===== src/rtl/mem_seq_pkg.sv =====
// Shared types for the memory-access sequencer that feeds the MEMORY block.
// Holds the FSM state encoding and the load/store op codes.
package mem_seq_pkg;

    typedef enum logic [2:0] {
        IDLE  = 3'd0,
        LDA   = 3'd1,
        WAIT1 = 3'd2,
        IND   = 3'd3,
        WAIT2 = 3'd4,
        ACC   = 3'd5
    } state_t;

    localparam logic OP_LD = 1'b0;
    localparam logic OP_ST = 1'b1;

endpackage


===== src/rtl/mem_seq_if.sv =====
// Request/response handshake between a requester (master) and the mem_seq sequencer (slave).
interface mem_seq_if #(
    parameter int AW = 8,
    parameter int DW = 8
) ();

    logic          req_valid;
    logic          req_ready;
    logic          req_wr;
    logic          req_ind;
    logic [AW-1:0] req_addr;
    logic          rsp_valid;
    logic [DW-1:0] rsp_data;

    modport master (
        output req_valid, req_wr, req_ind, req_addr,
        input  req_ready, rsp_valid, rsp_data
    );

    modport slave (
        input  req_valid, req_wr, req_ind, req_addr,
        output req_ready, rsp_valid, rsp_data
    );

endinterface


===== src/rtl/mem_seq.sv =====
// Sequencer that turns one load/store request (direct or indirect) into the ordered
// ADDR/wAR/srcA/wM control pattern for MEMORY and returns load data on a response strobe.
module mem_seq
    import mem_seq_pkg::*;
#(
    parameter int AW         = 8,
    parameter int DW         = 8,
    parameter int MEM_RD_LAT = 0
) (
    input  logic          clk,
    input  logic          rst,
    mem_seq_if.slave      req,
    output logic [AW-1:0] ADDR,
    output logic          wAR,
    output logic          srcA,
    output logic          wM,
    input  logic [DW-1:0] M
);

    localparam bit SLOW_RD = (MEM_RD_LAT == 1);

    state_t        state;
    state_t        state_d;
    logic [AW-1:0] addr_q;
    logic          wr_q;
    logic          ind_q;
    logic          ready_q;
    logic          war_q;
    logic          src_q;
    logic          wm_q;
    logic          rsp_valid_q;
    logic [DW-1:0] rsp_data_q;

    // A slow memory needs a spare cycle after every AR load whose M is consumed;
    // direct stores never look at M, so they skip straight to ACC.
    always_comb begin
        state_d = state;
        case (state)
            IDLE: begin
                if (req.req_valid && ready_q) begin
                    state_d = LDA;
                end
            end
            LDA: begin
                if (ind_q) begin
                    state_d = SLOW_RD ? WAIT1 : IND;
                end else if (SLOW_RD && (wr_q == OP_LD)) begin
                    state_d = WAIT2;
                end else begin
                    state_d = ACC;
                end
            end
            WAIT1:   state_d = IND;
            IND:     state_d = SLOW_RD ? WAIT2 : ACC;
            WAIT2:   state_d = ACC;
            ACC:     state_d = IDLE;
            default: state_d = IDLE;
        endcase
    end

    // Control outputs are registered from the next state so they line up with it.
    always_ff @(posedge clk) begin
        if (!rst) begin
            state       <= IDLE;
            addr_q      <= '0;
            wr_q        <= 1'b0;
            ind_q       <= 1'b0;
            ready_q     <= 1'b1;
            war_q       <= 1'b0;
            src_q       <= 1'b0;
            wm_q        <= 1'b0;
            rsp_valid_q <= 1'b0;
            rsp_data_q  <= '0;
        end else begin
            state <= state_d;
            if ((state == IDLE) && req.req_valid && ready_q) begin
                addr_q <= req.req_addr;
                wr_q   <= req.req_wr;
                ind_q  <= req.req_ind;
            end
            ready_q     <= (state_d == IDLE);
            war_q       <= (state_d == LDA) || (state_d == IND);
            src_q       <= (state_d == IND);
            wm_q        <= (state_d == ACC) && (wr_q == OP_ST);
            rsp_valid_q <= (state == ACC);
            if ((state == ACC) && (wr_q == OP_LD)) begin
                rsp_data_q <= M;
            end
        end
    end

    // Gating with rst keeps MEMORY from loading AR or writing while reset is held.
    assign wAR  = war_q & rst;
    assign wM   = wm_q & rst;
    assign srcA = src_q;
    assign ADDR = addr_q;

    assign req.req_ready = ready_q;
    assign req.rsp_valid = rsp_valid_q;
    assign req.rsp_data  = rsp_data_q;

endmodule

===== src/flat_wrapper.sv =====
// flat-port wrapper written by rule: the top's interface ports become plain ports
module mem_seq_flat import mem_seq_pkg::*;
#(
    parameter int AW         = 8,
    parameter int DW         = 8,
    parameter int MEM_RD_LAT = 0
)
  (clk, rst, ADDR, wAR, srcA, wM, M, req_req_valid, req_req_wr, req_req_ind, req_req_addr, req_req_ready, req_rsp_valid, req_rsp_data);
  mem_seq_if #(.AW(AW), .DW(DW)) req_i ();
  input  logic clk;
  input  logic rst;
  output logic [AW-1:0] ADDR;
  output logic wAR;
  output logic srcA;
  output logic wM;
  input  logic [DW-1:0] M;
  input wire logic [$bits(req_i.req_valid)-1:0] req_req_valid;
  input wire logic [$bits(req_i.req_wr)-1:0] req_req_wr;
  input wire logic [$bits(req_i.req_ind)-1:0] req_req_ind;
  input wire logic [$bits(req_i.req_addr)-1:0] req_req_addr;
  output wire logic [$bits(req_i.req_ready)-1:0] req_req_ready;
  output wire logic [$bits(req_i.rsp_valid)-1:0] req_rsp_valid;
  output wire logic [$bits(req_i.rsp_data)-1:0] req_rsp_data;
  assign req_i.req_valid = req_req_valid;
  assign req_i.req_wr = req_req_wr;
  assign req_i.req_ind = req_req_ind;
  assign req_i.req_addr = req_req_addr;
  assign req_req_ready = req_i.req_ready;
  assign req_rsp_valid = req_i.rsp_valid;
  assign req_rsp_data = req_i.rsp_data;
  mem_seq #(.AW(AW), .DW(DW), .MEM_RD_LAT(MEM_RD_LAT)) u_core (.clk(clk), .rst(rst), .req(req_i), .ADDR(ADDR), .wAR(wAR), .srcA(srcA), .wM(wM), .M(M));
endmodule

===== config.mk =====
export PLATFORM = sky130hd
export DESIGN_NAME = mem_seq_flat
export DESIGN_NICKNAME = d
export VERILOG_FILES = /design/src/rtl/mem_seq_pkg.sv /design/src/rtl/mem_seq_if.sv /design/src/rtl/mem_seq.sv /design/src/flat_wrapper.sv
export SDC_FILE = /design/constraint.sdc
export NUM_CORES = 1
export LEC_CHECK = 0
export ABC_AREA = 1
export CAP_MARGIN = 25
export CELL_PAD_IN_SITES_DETAIL_PLACEMENT = 0
export CELL_PAD_IN_SITES_GLOBAL_PLACEMENT = 1
export CORE_ASPECT_RATIO = 2
export CORE_UTILIZATION = 33
export DETAILED_ROUTE_END_ITERATION = 12
export PLACE_DENSITY = 0.93
export SLEW_MARGIN = 25
export SYNTH_ARGS = -nofsm -noshare
export SYNTH_HDL_FRONTEND = slang
export SYNTH_SLANG_ARGS = --single-unit

===== constraint.sdc =====
create_clock -name clk -period 2.3 [get_ports clk]
set_input_delay 0.345 -clock clk [delete_from_list [all_inputs] [get_ports clk]]
set_output_delay 0.345 -clock clk [all_outputs]
set_load 0.03 [all_outputs]

======== Word level (Yosys, flattened, before mapping) ========
Index checks and enable logic that the tools add are counted.
word-level totals
  word-level logic and storage cells ...... 33
  output and inout port bits .............. 21
  register bits after elaboration ......... 26
cells by class
  bitwise gates (word level) .............. 3
  eq/ne operators ......................... 8
  mux-type cells .......................... 3
  reductions and logical operators ........ 9
operator list
  operator                                              count
  case mux 3 bit (4 select lines)                       1
  equality test 3 x 2 -> 1 bit (second input constant)  3
  equality test 3 bit (second input constant)           3
  equality test 3 x 1 -> 1 bit (second input constant)  2
  zero test 3 bit                                       2
  two-way mux 3 bit                                     2
  logical AND 1 bit                                     5
  AND 1 bit                                             2
  OR reduction 2 bit                                    1
  logical OR 1 bit                                      1
  inverter 1 bit                                        1

======== Logic depth before layout (Yosys ltp) ========
Gate-level depths: netlist of run 1.
  word-level depth ........................ 5
  mapped depth ............................ 6

======== Least setup slack after synthesis of run 1 ========
Ideal clock, no wire load.
  path kind ............................... register -> register
  start ................................... register u_core.ready_q (netlist: u_core.req.req_ready)
  end ..................................... register u_core.addr_q[1] (netlist: u_core.ADDR[1])
  stages on the path, launching flop included .. 7
  setup slack ............................. 1.125 ns
  data required time ...................... 2.190 ns
  data arrival time ....................... 1.065 ns
  library setup time ...................... 0.110 ns
  cell sequence ........................... dfxtp_1 > nand2_1 > inv_1 > buf_2 > nand4_1 > nand2_1 > nor2_2
on the way
  cells in the longest elaborated chain, start to end .. 1
RTL lines
  item                    RTL line       text
  start, declared         mem_seq.sv:27  logic ready_q;
  start signal, assigned  mem_seq.sv:81  ready_q <= (state_d == IDLE);
  logical AND 1 bit       mem_seq.sv:76  if ((state == IDLE) && req.req_valid && ready_q) begin
  end signal, assigned    mem_seq.sv:77  addr_q <= req.req_addr;
  end, declared           mem_seq.sv:24  logic [AW-1:0] addr_q;
No other way between the ends.
A chain may end at the register's enable or synchronous reset.

======== Worst setup path in the final report of run 1 ========
  start ................................... register u_core.ready_q (netlist: u_core.req.req_ready)
  end ..................................... output port req_req_ready
RTL lines
  item           RTL line            text
  end, declared  flat_wrapper.sv:21  output wire logic [$bits(req_i.req_ready)-1:0] req_req_ready;
No word-level cell between the ends.

==> metrics.txt, run 1 <==
hold_buf cts 0; Avg Inst Size Synth 7.05 µm²; Peak VDD IR 517 µV; largest net degree at the start of global routing 21; Setup WS pre-CTS 0.625 ns; HPWL Detailed 1.85 mm; DR vias/cell 4.14; Iter 0 DRT Violations 8; Die ar. 0.00394 mm²; # Post-CTS Setup Buffers 0; worst setup margin 0.671 ns; maximum capacitance violations 0; post-synthesis sequential area ratio 0.429; Hold Crit Depth 2; Max Root-Sink Buffers 2; Core ar. 0.00345 mm²; area grow syn2layout 39.4%; Final min period 1.63 ns; Die Y 87.7 µm; Antenna Nets Post-Route 0; crit share post-route 0.708; CP startpoint kind flip-flop; Reg2Reg Depth 6; CP bufs+invs 1; nets@finish 235; number of port buffers 41; setup violation total in the final timing report 0; Critical Path Max Stage Delay 0.67 ns; initial antenna violation count 0; IO Count 42; kind of critical path reg -> out; clock sinks 26; syn nets 193; diode count 0; Hold Startpoint u_core.req.rsp_data[3]$_SDFFE_PN0P_; worst reg2reg startpoint u_core.state[2]$_SDFF_PN0_; Setup TNS 0 ns; status complete, no violations; Crit. End Element output pin; Initial Util 0.351; RSZ-0062 raised after global routing false; Clk Latency, worst-skew pair 0.26 ns; Resize count post-CTS 0; synth warn 0; CTS tree done; layout cell share with drive strength beyond 1 0.108; Cell variety after synth 18; crit-path cells clkdlybuf4s50_1; Max H-tree Level 1; CTS root buf clkbuf_8; Max Freq 0.614 GHz; Final Hold Viols 0; worst-margin pin slew 0.434 ns; grt ovf 0; most frequent cells in the layout inv_1 (44), clkdlybuf4s50_1 (39), nand2_1 (34); die width 44.9 µm; CTS buffer count 3; Worst Hold End u_core.req.rsp_data[3]$_SDFFE_PN0P_; R2R Setup Slk 1.01 ns; HP Class reg -> reg; RePlAce Congestion 0.796; via count 1076; synthesized area 0.00121 mm²; Post-Synthesis Cells 172; Worst R2R End u_core.ADDR[4]$_SDFFE_PN0P_; total power 1.40 mW; Yosys reg bits 26; Top Family by Delay on Critical Path buffers and inverters; DR DRC count 0; Worst Path Required 1.96 ns; Worst-path clk slew 0.09 ns; Setup Skew 0.00309 ns; vias in the first global route 974; DR WL/cell 9.27 µm; LEAKAGE 0.805 nW; Total GRT Usage 0.135; worst setup path start u_core.req.req_ready$_SDFF_PN1_; PD cells 829 mW/mm²; crit-path max FO 2; DR pass1 iterations 2; final wirelength 2.41 mm; Rel. slew slack 0.710; WP data arrival 1.28 ns; pins over their slew limit 0; first-pass GRT wire length 3.96 mm; commonest non-fill, non-tap cell in the layout inv_1; Crit-path slowest cell clkdlybuf4s50_1; num rows 30
synthesized netlist by cell type, drive strengths merged:
cell    number  area [µm²]
nor3         2        10.0
inv         45         169
o21ai        1        5.00
nor2        33         166
nand3        5        47.6
clkinv       1        3.75
buf          6        43.8
dfxtp       26         521
nand4       18         113
nand2       35         134
cells by family (layout without fill, tap and decap cells):
group | Yosys count | after routing | share of synthesized area
flops | 26 | 26 | 0.429
simple gates | 93 | 93 | 0.388
compound gates | 1 | 1 | 0.00412
buf+inv | 52 | 92 | 0.179
power by group:
part | switching (mW) | internal, mW | total, mW | leakage (nW)
combinational | 0.352 | 0.222 | 0.574 | 0.571
sequential | 0.0484 | 0.528 | 0.576 | 0.213
clock | 0.134 | 0.117 | 0.251 | 0.0216
total | 0.534 | 0.867 | 1.40 | 0.805
sequential cells by signal (all words and copies together) (netlist names):
name and cells:
u_core.ADDR 8, u_core.ind_q 1, u_core.req.rsp_valid 1, u_core.req.rsp_data 8
u_core.wr_q 1, u_core.state 3, u_core.wm_q 1, u_core.war_q 1
u_core.srcA 1, u_core.req.req_ready 1
metal layers:
layer | vias up | GRT usage | share of wire
met1 | 458 | 0.139 | 0.41
li1 | 592 | - | -
met2 | 24 | 0.246 | 0.54
met5 | - | 0 | 0
met3 | 2 | 0.0206 | 0.041
met4 | 0 | 0.0744 | 0.012
stage by stage:
step           hold slack (ns)  cell area, µm²  utilization  std cells
6_report                 0.484            1690        0.489        260
5_1_grt                  0.515            1690        0.489        260
4_1_cts                  0.488            1690        0.489        260
3_5_place_dp             0.471            1650        0.478        257
3_3_place_gp             0.461            1650        0.478        257
2_1_floorplan            0.474            1210            -        172
worst reg2reg max path, stage by stage, from the launching register on:
cell,delay [ns]
dfxtp_1,0.30
buf_4,0.16
inv_1,0.34
nand3_4,0.20
nand2_1,0.10
inv_1,0.05
nor2_2,0.09
worst max path at each step:
stage | to | slack [ns] | cells after the start
floorplan | u_core.ADDR[1]$_SDFFE_PN0P_ | 1.13 | 6
global placement | u_core.ADDR[4]$_SDFFE_PN0P_ | 0.65 | 7
detailed placement | u_core.ADDR[4]$_SDFFE_PN0P_ | 0.63 | 7
CTS | ADDR[5] | 0.66 | 1
global route | ADDR[4] | 0.63 | 1
finish | req_req_ready | 0.67 | 1
final cells by class:
type | count | area [µm²]
sequential | 26 | 520
clock buffer | 3 | 41.3
inverter | 46 | 173
timing repair buffer | 43 | 420
tap | 48 | 60.1
multi-input combinational | 94 | 475
fill | 363 | 1760
Note: power is estimated with default switching activity, not from simulation.
==> run 2, diff against run 1 <==
--- a/config.mk
+++ b/config.mk
@@ -10,9 +10,9 @@
 export CELL_PAD_IN_SITES_DETAIL_PLACEMENT = 0
 export CELL_PAD_IN_SITES_GLOBAL_PLACEMENT = 1
 export CORE_ASPECT_RATIO = 2
-export CORE_UTILIZATION = 33
+export CORE_UTILIZATION = 30
 export DETAILED_ROUTE_END_ITERATION = 12
-export PLACE_DENSITY = 0.93
+export PLACE_DENSITY = 0.86
 export SLEW_MARGIN = 25
 export SYNTH_ARGS = -nofsm -noshare
 export SYNTH_HDL_FRONTEND = slang
==> constraint.sdc (replaced) <==
create_clock -name clk -period 1.7 [get_ports clk]
set_input_delay 0.255 -clock clk [delete_from_list [all_inputs] [get_ports clk]]
set_output_delay 0.255 -clock clk [all_outputs]
set_load 0.03 [all_outputs]
==> run 2 against run 1 <==
Net effect:
- hold slack gained 0.0014 ns
- total power is 36% higher
- largest cell class unchanged
- clock power up 36%
==> metrics.txt, run 2 (synthesized netlist as in run 1, its figures left out) <==
status complete, no violations; commonest non-fill, non-tap cell in the layout inv_1; crit share post-route 0.914; hold_buf cts 0; DR pass1 iterations 4; Initial Util 0.315; Die Y 91.9 µm; WL met2 1.32 mm; worst hold margin 0.485 ns; DR vias/cell 4.12; pins over their slew limit 0; Peak VDD IR 462 µV; worst-margin pin slew 0.425 ns; crit-path cells clkdlybuf4s50_1; # Post-CTS Setup Buffers 0; maximum capacitance violations 0; CTS tree done; die width 47.0 µm; num rows 32; Crit. End Element output pin; setup violation total in the final timing report 0; Worst-path clk slew 0.08 ns; layout cell share with drive strength beyond 1 0.113; CP bufs+invs 1; via count 1088; largest net degree at the start of global routing 20; area grow syn2layout 40.4%; first-pass GRT wire length 4.20 mm; grt ovf 0; HPWL Detailed 1.88 mm; Critical Path Max Stage Delay 0.67 ns; Max Root-Sink Buffers 2; RePlAce Congestion 0.800; HP Class reg -> reg; PD cells 1120 mW/mm²; kind of critical path reg -> out; RSZ-0062 raised after global routing false; WP data arrival 1.30 ns; met1 wire length 926 µm; Rel. slew slack 0.716; CTS root buf clkbuf_8; Setup TNS 0 ns; clock sinks 26; CTS buffer count 3; diode count 0; nets@finish 236; Die ar. 0.00431 mm²; Worst Path Required 1.44 ns; Clk Latency, worst-skew pair 0.27 ns; Antenna Nets Post-Route 0; LEAKAGE 0.810 nW; non-filler cells, final 264; Max Freq 0.644 GHz; placed cells 261; Core ar. 0.00384 mm²; crit-path max FO 2; Final Hold Viols 0; DR WL/cell 9.15 µm; IO Count 42; Crit-path slowest cell clkdlybuf4s50_1; vias in the first global route 1025; Top Metal Used met4; most frequent cells in the layout inv_1 (44), clkdlybuf4s50_1 (39), nand2_1 (34); Max H-tree Level 1; Top Family by Delay on Critical Path buffers and inverters; met3 wire length 122 µm; Iter 0 DRT Violations 11; Total GRT Usage 0.132; Setup Skew 0.00297 ns; CP startpoint kind flip-flop; initial antenna violation count 0; final wirelength 2.42 mm; DR DRC count 0; Resize count post-CTS 0; number of port buffers 41; Final min period 1.55 ns
run 2: cell count changes in the layout (fill, tap and decap cells not counted), sizes merged:
cell	previous run	this run
buf	4	5
run 2: stage by stage:
stage          utilization  power, mW  area, µm²  worst slack (ns)
3_5_place_dp         0.432       1.59       1660             0.187
3_3_place_gp         0.432       1.58       1660             0.186
2_1_floorplan            -       1.34       1210             0.525
5_1_grt              0.443       2.05       1700            0.0994
6_report             0.443       1.90       1700             0.147
4_1_cts              0.443       1.94       1700             0.113
run 2: worst reg2reg max path, cell delays in order, from the launching register on:
cell	delay, ns
dfxtp_1	0.39
nor2_4	0.34
nand3_4	0.20
nand2_1	0.10
inv_1	0.05
nor2_2	0.09
run 2: per-layer routing:
| metal | vias up | GRT usage |
|---|---|---|
| met5 | - | 0 |
| met1 | 464 | 0.142 |
| li1 | 593 | - |
| met3 | 4 | 0.0138 |
| met2 | 27 | 0.231 |
| met4 | 0 | 0.0714 |
run 2: final cells by class:
type,instances,area (µm²)
Fill cell,438,2140
Sequential cell,26,520
Multi-Input combinational cell,94,475
Timing Repair Buffer,44,428
Inverter,46,173
Tap cell,51,63.8
Clock buffer,3,41.3
run 2: worst paths after layout:
kind,startpoint,end,slack (ns),depth (start not counted)
max,u_core.req.rsp_data[7]$_SDFFE_PN0P_,req_rsp_data[7],0.15,1
min reg2reg,u_core.req.rsp_data[4]$_SDFFE_PN0P_,u_core.req.rsp_data[4]$_SDFFE_PN0P_,0.49,2
max reg2reg,u_core.state[1]$_SDFF_PN0_,u_core.ADDR[3]$_SDFFE_PN0P_,0.49,5
min,u_core.req.rsp_data[4]$_SDFFE_PN0P_,u_core.req.rsp_data[4]$_SDFFE_PN0P_,0.49,2
run 2: report_power, final:
part,leakage (nW),internal [mW],switching [mW]
sequential,0.213,0.714,0.0677
clock,0.0216,0.159,0.183
combinational,0.576,0.305,0.475
==> run 3, diff against run 2 <==
--- a/config.mk
+++ b/config.mk
@@ -5,14 +5,14 @@
 export SDC_FILE = /design/constraint.sdc
 export NUM_CORES = 1
 export LEC_CHECK = 0
-export ABC_AREA = 1
 export CAP_MARGIN = 25
-export CELL_PAD_IN_SITES_DETAIL_PLACEMENT = 0
-export CELL_PAD_IN_SITES_GLOBAL_PLACEMENT = 1
+export CELL_PAD_IN_SITES_DETAIL_PLACEMENT = 1
+export CELL_PAD_IN_SITES_GLOBAL_PLACEMENT = 2
 export CORE_ASPECT_RATIO = 2
-export CORE_UTILIZATION = 30
+export CORE_UTILIZATION = 25
+export CTS_CLUSTER_SIZE = 24
 export DETAILED_ROUTE_END_ITERATION = 12
-export PLACE_DENSITY = 0.86
+export PLACE_DENSITY = 0.87
 export SLEW_MARGIN = 25
 export SYNTH_ARGS = -nofsm -noshare
 export SYNTH_HDL_FRONTEND = slang
==> run 3 against run 2 <==
Net effect:
- combinational power decreased by 54%
- sequential share of layout area increased by 2.5 points
- cell area decreased by 7.6%
- setup slack got worse by 0.013 ns
- critical path depth unchanged
- clock-buffer cell count increased by 1
- synthesized area decreased by 10%
- critical path type unchanged
- critical endpoint is now req_rsp_data[6]
==> metrics.txt, run 3 <==
status complete, no violations; RSZ-0062 raised after global routing false; Synth Area in Compound Gates 0.0967; Worst Path Required 1.44 ns; Crit-path slowest cell clkdlybuf4s50_1; Post-Synthesis Cells 112; CP startpoint kind flip-flop; Top Family by Delay on Critical Path buffers and inverters; CTS buffer count 3; most frequent cells in the layout clkdlybuf4s50_1 (39), nand2_1 (29), dfxtp_1 (26); Critical Path Max Stage Delay 0.68 ns; LEAKAGE 0.587 nW; vias in the first global route 963; DR pass1 iterations 3; PD cells 932 mW/mm²; DR vias/cell 4.51; Reg2Reg Depth 3; Clk Latency, worst-skew pair 0.27 ns; commonest non-fill, non-tap cell in the layout clkdlybuf4s50_1; initial antenna violation count 0; Die Y 95.3 µm; Total GRT Usage 0.124; Setup Skew 0.00510 ns; diode count 0; Initial Util 0.263; IO Count 42; FILL cells 490; Setup TNS 0 ns; WP data arrival 1.31 ns; mux cell area share after synthesis 0.0921; worst-margin pin slew 0.406 ns; largest family of logic cells by synthesized area simple AND/OR/NAND/NOR gates; Max Root-Sink Buffers 2; Hold Crit Depth 2; # Post-CTS Setup Buffers 0; RePlAce Congestion 0.756; non-filler cells, final 203; CTS root buf clkbuf_8; Iter 0 DRT Violations 17; hold_buf cts 0; clock sinks 26; Core ar. 0.00413 mm²; HPWL Detailed 2.06 mm; Avg Inst Size Synth 9.71 µm²; Max H-tree Level 1; number of port buffers 41; count leader, synth nand2_1; Crit. End Element output pin; XOR/XNOR Fraction of Synth Area 0; crit-path cells clkdlybuf4s50_1; Antenna Nets Post-Route 0; Most used DFF post-synth dfxtp_1; Worst-path clk slew 0.09 ns; maximum capacitance violations 0; placed cells 199; crit share post-route 0.921; Post-Synth Simple-Gate Area 0.250; synth warn 0; nets@finish 173; Async SR Flop Fraction 0; Max Freq 0.638 GHz; DR DRC count 0; Final Hold Viols 0; syn nets 133; synth top area cells dfxtp_1 (48%), nand2_1 (10%), mux2i_1 (9.2%), o21ai_2 (6.4%), nand3_1 (3.2%); Final min period 1.57 ns; Resize count post-CTS 0; grt ovf 0; Adder-Cell Fraction of Synth Area 0; area grow syn2layout 44.6%; Post-synth EDFFs 0; DR WL/cell 13.2 µm; leading area contributor after synthesis dfxtp_1; num rows 33; CP bufs+invs 1; HP Class reg -> reg; crit-path max FO 2; Rel. slew slack 0.729; Cell variety after synth 25; final wirelength 2.69 mm; Peak VDD IR 357 µV; first-pass GRT wire length 4.37 mm; post-synthesis sequential area ratio 0.479; largest net degree at the start of global routing 23; R2R Setup Slk 0.44 ns; Die ar. 0.00463 mm²; kind of critical path reg -> out; top-area cell type share of the netlist area 0.479; synthesized area 0.00109 mm²; CTS tree done; Yosys reg bits 26; setup violation total in the final timing report 0; layout cell share with drive strength beyond 1 0.139; commonest cells in the netlist nand2_1 (29), dfxtp_1 (26), mux2i_1 (10); via count 915; cell depth of the worst setup path 1; die width 48.6 µm; pins over their slew limit 0
[run 3: final timing paths]
path                                        from                                  end
min          u_core.req.rsp_data[5]$_SDFFE_PN0P_  u_core.req.rsp_data[5]$_SDFFE_PN0P_
max          u_core.req.rsp_data[6]$_SDFFE_PN0P_                      req_rsp_data[6]
max reg2reg           u_core.state[2]$_SDFF_PN0_          u_core.ADDR[4]$_SDFFE_PN0P_
min reg2reg  u_core.req.rsp_data[5]$_SDFFE_PN0P_  u_core.req.rsp_data[5]$_SDFFE_PN0P_
[run 3: final cells by class]
cell class,count,area (µm²),area share
Sequential cell,26,520,0.331
Tap cell,52,65.1,0.0414
Inverter,2,7.51,0.00477
Timing Repair Buffer,45,448,0.285
Multi-Input combinational cell,74,477,0.303
Clock buffer,4,55.1,0.0350
[run 3: cells by family after synthesis]
family | count (synthesis)
compound gates | 13
buf+inv | 12
flops | 26
mux | 10
simple gates | 51
[run 3: where the power goes]
| group | leakage (nW) | switching [mW] | internal, mW |
|---|---|---|---|
| Sequential | 0.212 | 0.0481 | 0.660 |
| Combinational | 0.347 | 0.180 | 0.176 |
| Clock | 0.0288 | 0.194 | 0.207 |
[run 3: layer usage]
layer / routed length [µm] / GRT usage / vias to the layer above / share of wire
li1: - / - / 449 / -
met1: 1020 / 0.124 / 440 / 0.38
met2: 1530 / 0.237 / 24 / 0.57
met3: 105 / 0.0271 / 2 / 0.039
met4: 32 / 0.0588 / 0 / 0.012
met5: 0 / 0 / - / 0
[run 3: stage by stage]
stage / hold WS, ns / worst slack, ns / instance area (µm²) / util / total power, mW
6_report: 0.465 / 0.134 / 1570 / 0.381 / 1.47
5_1_grt: 0.483 / 0.0602 / 1570 / 0.381 / 1.55
4_1_cts: 0.466 / 0.118 / 1570 / 0.381 / 1.49
3_5_place_dp: 0.454 / 0.125 / 1520 / 0.368 / 1.09
3_3_place_gp: 0.445 / 0.209 / 1520 / 0.368 / 1.07
2_1_floorplan: 0.397 / 0.488 / 1090 / - / 0.942
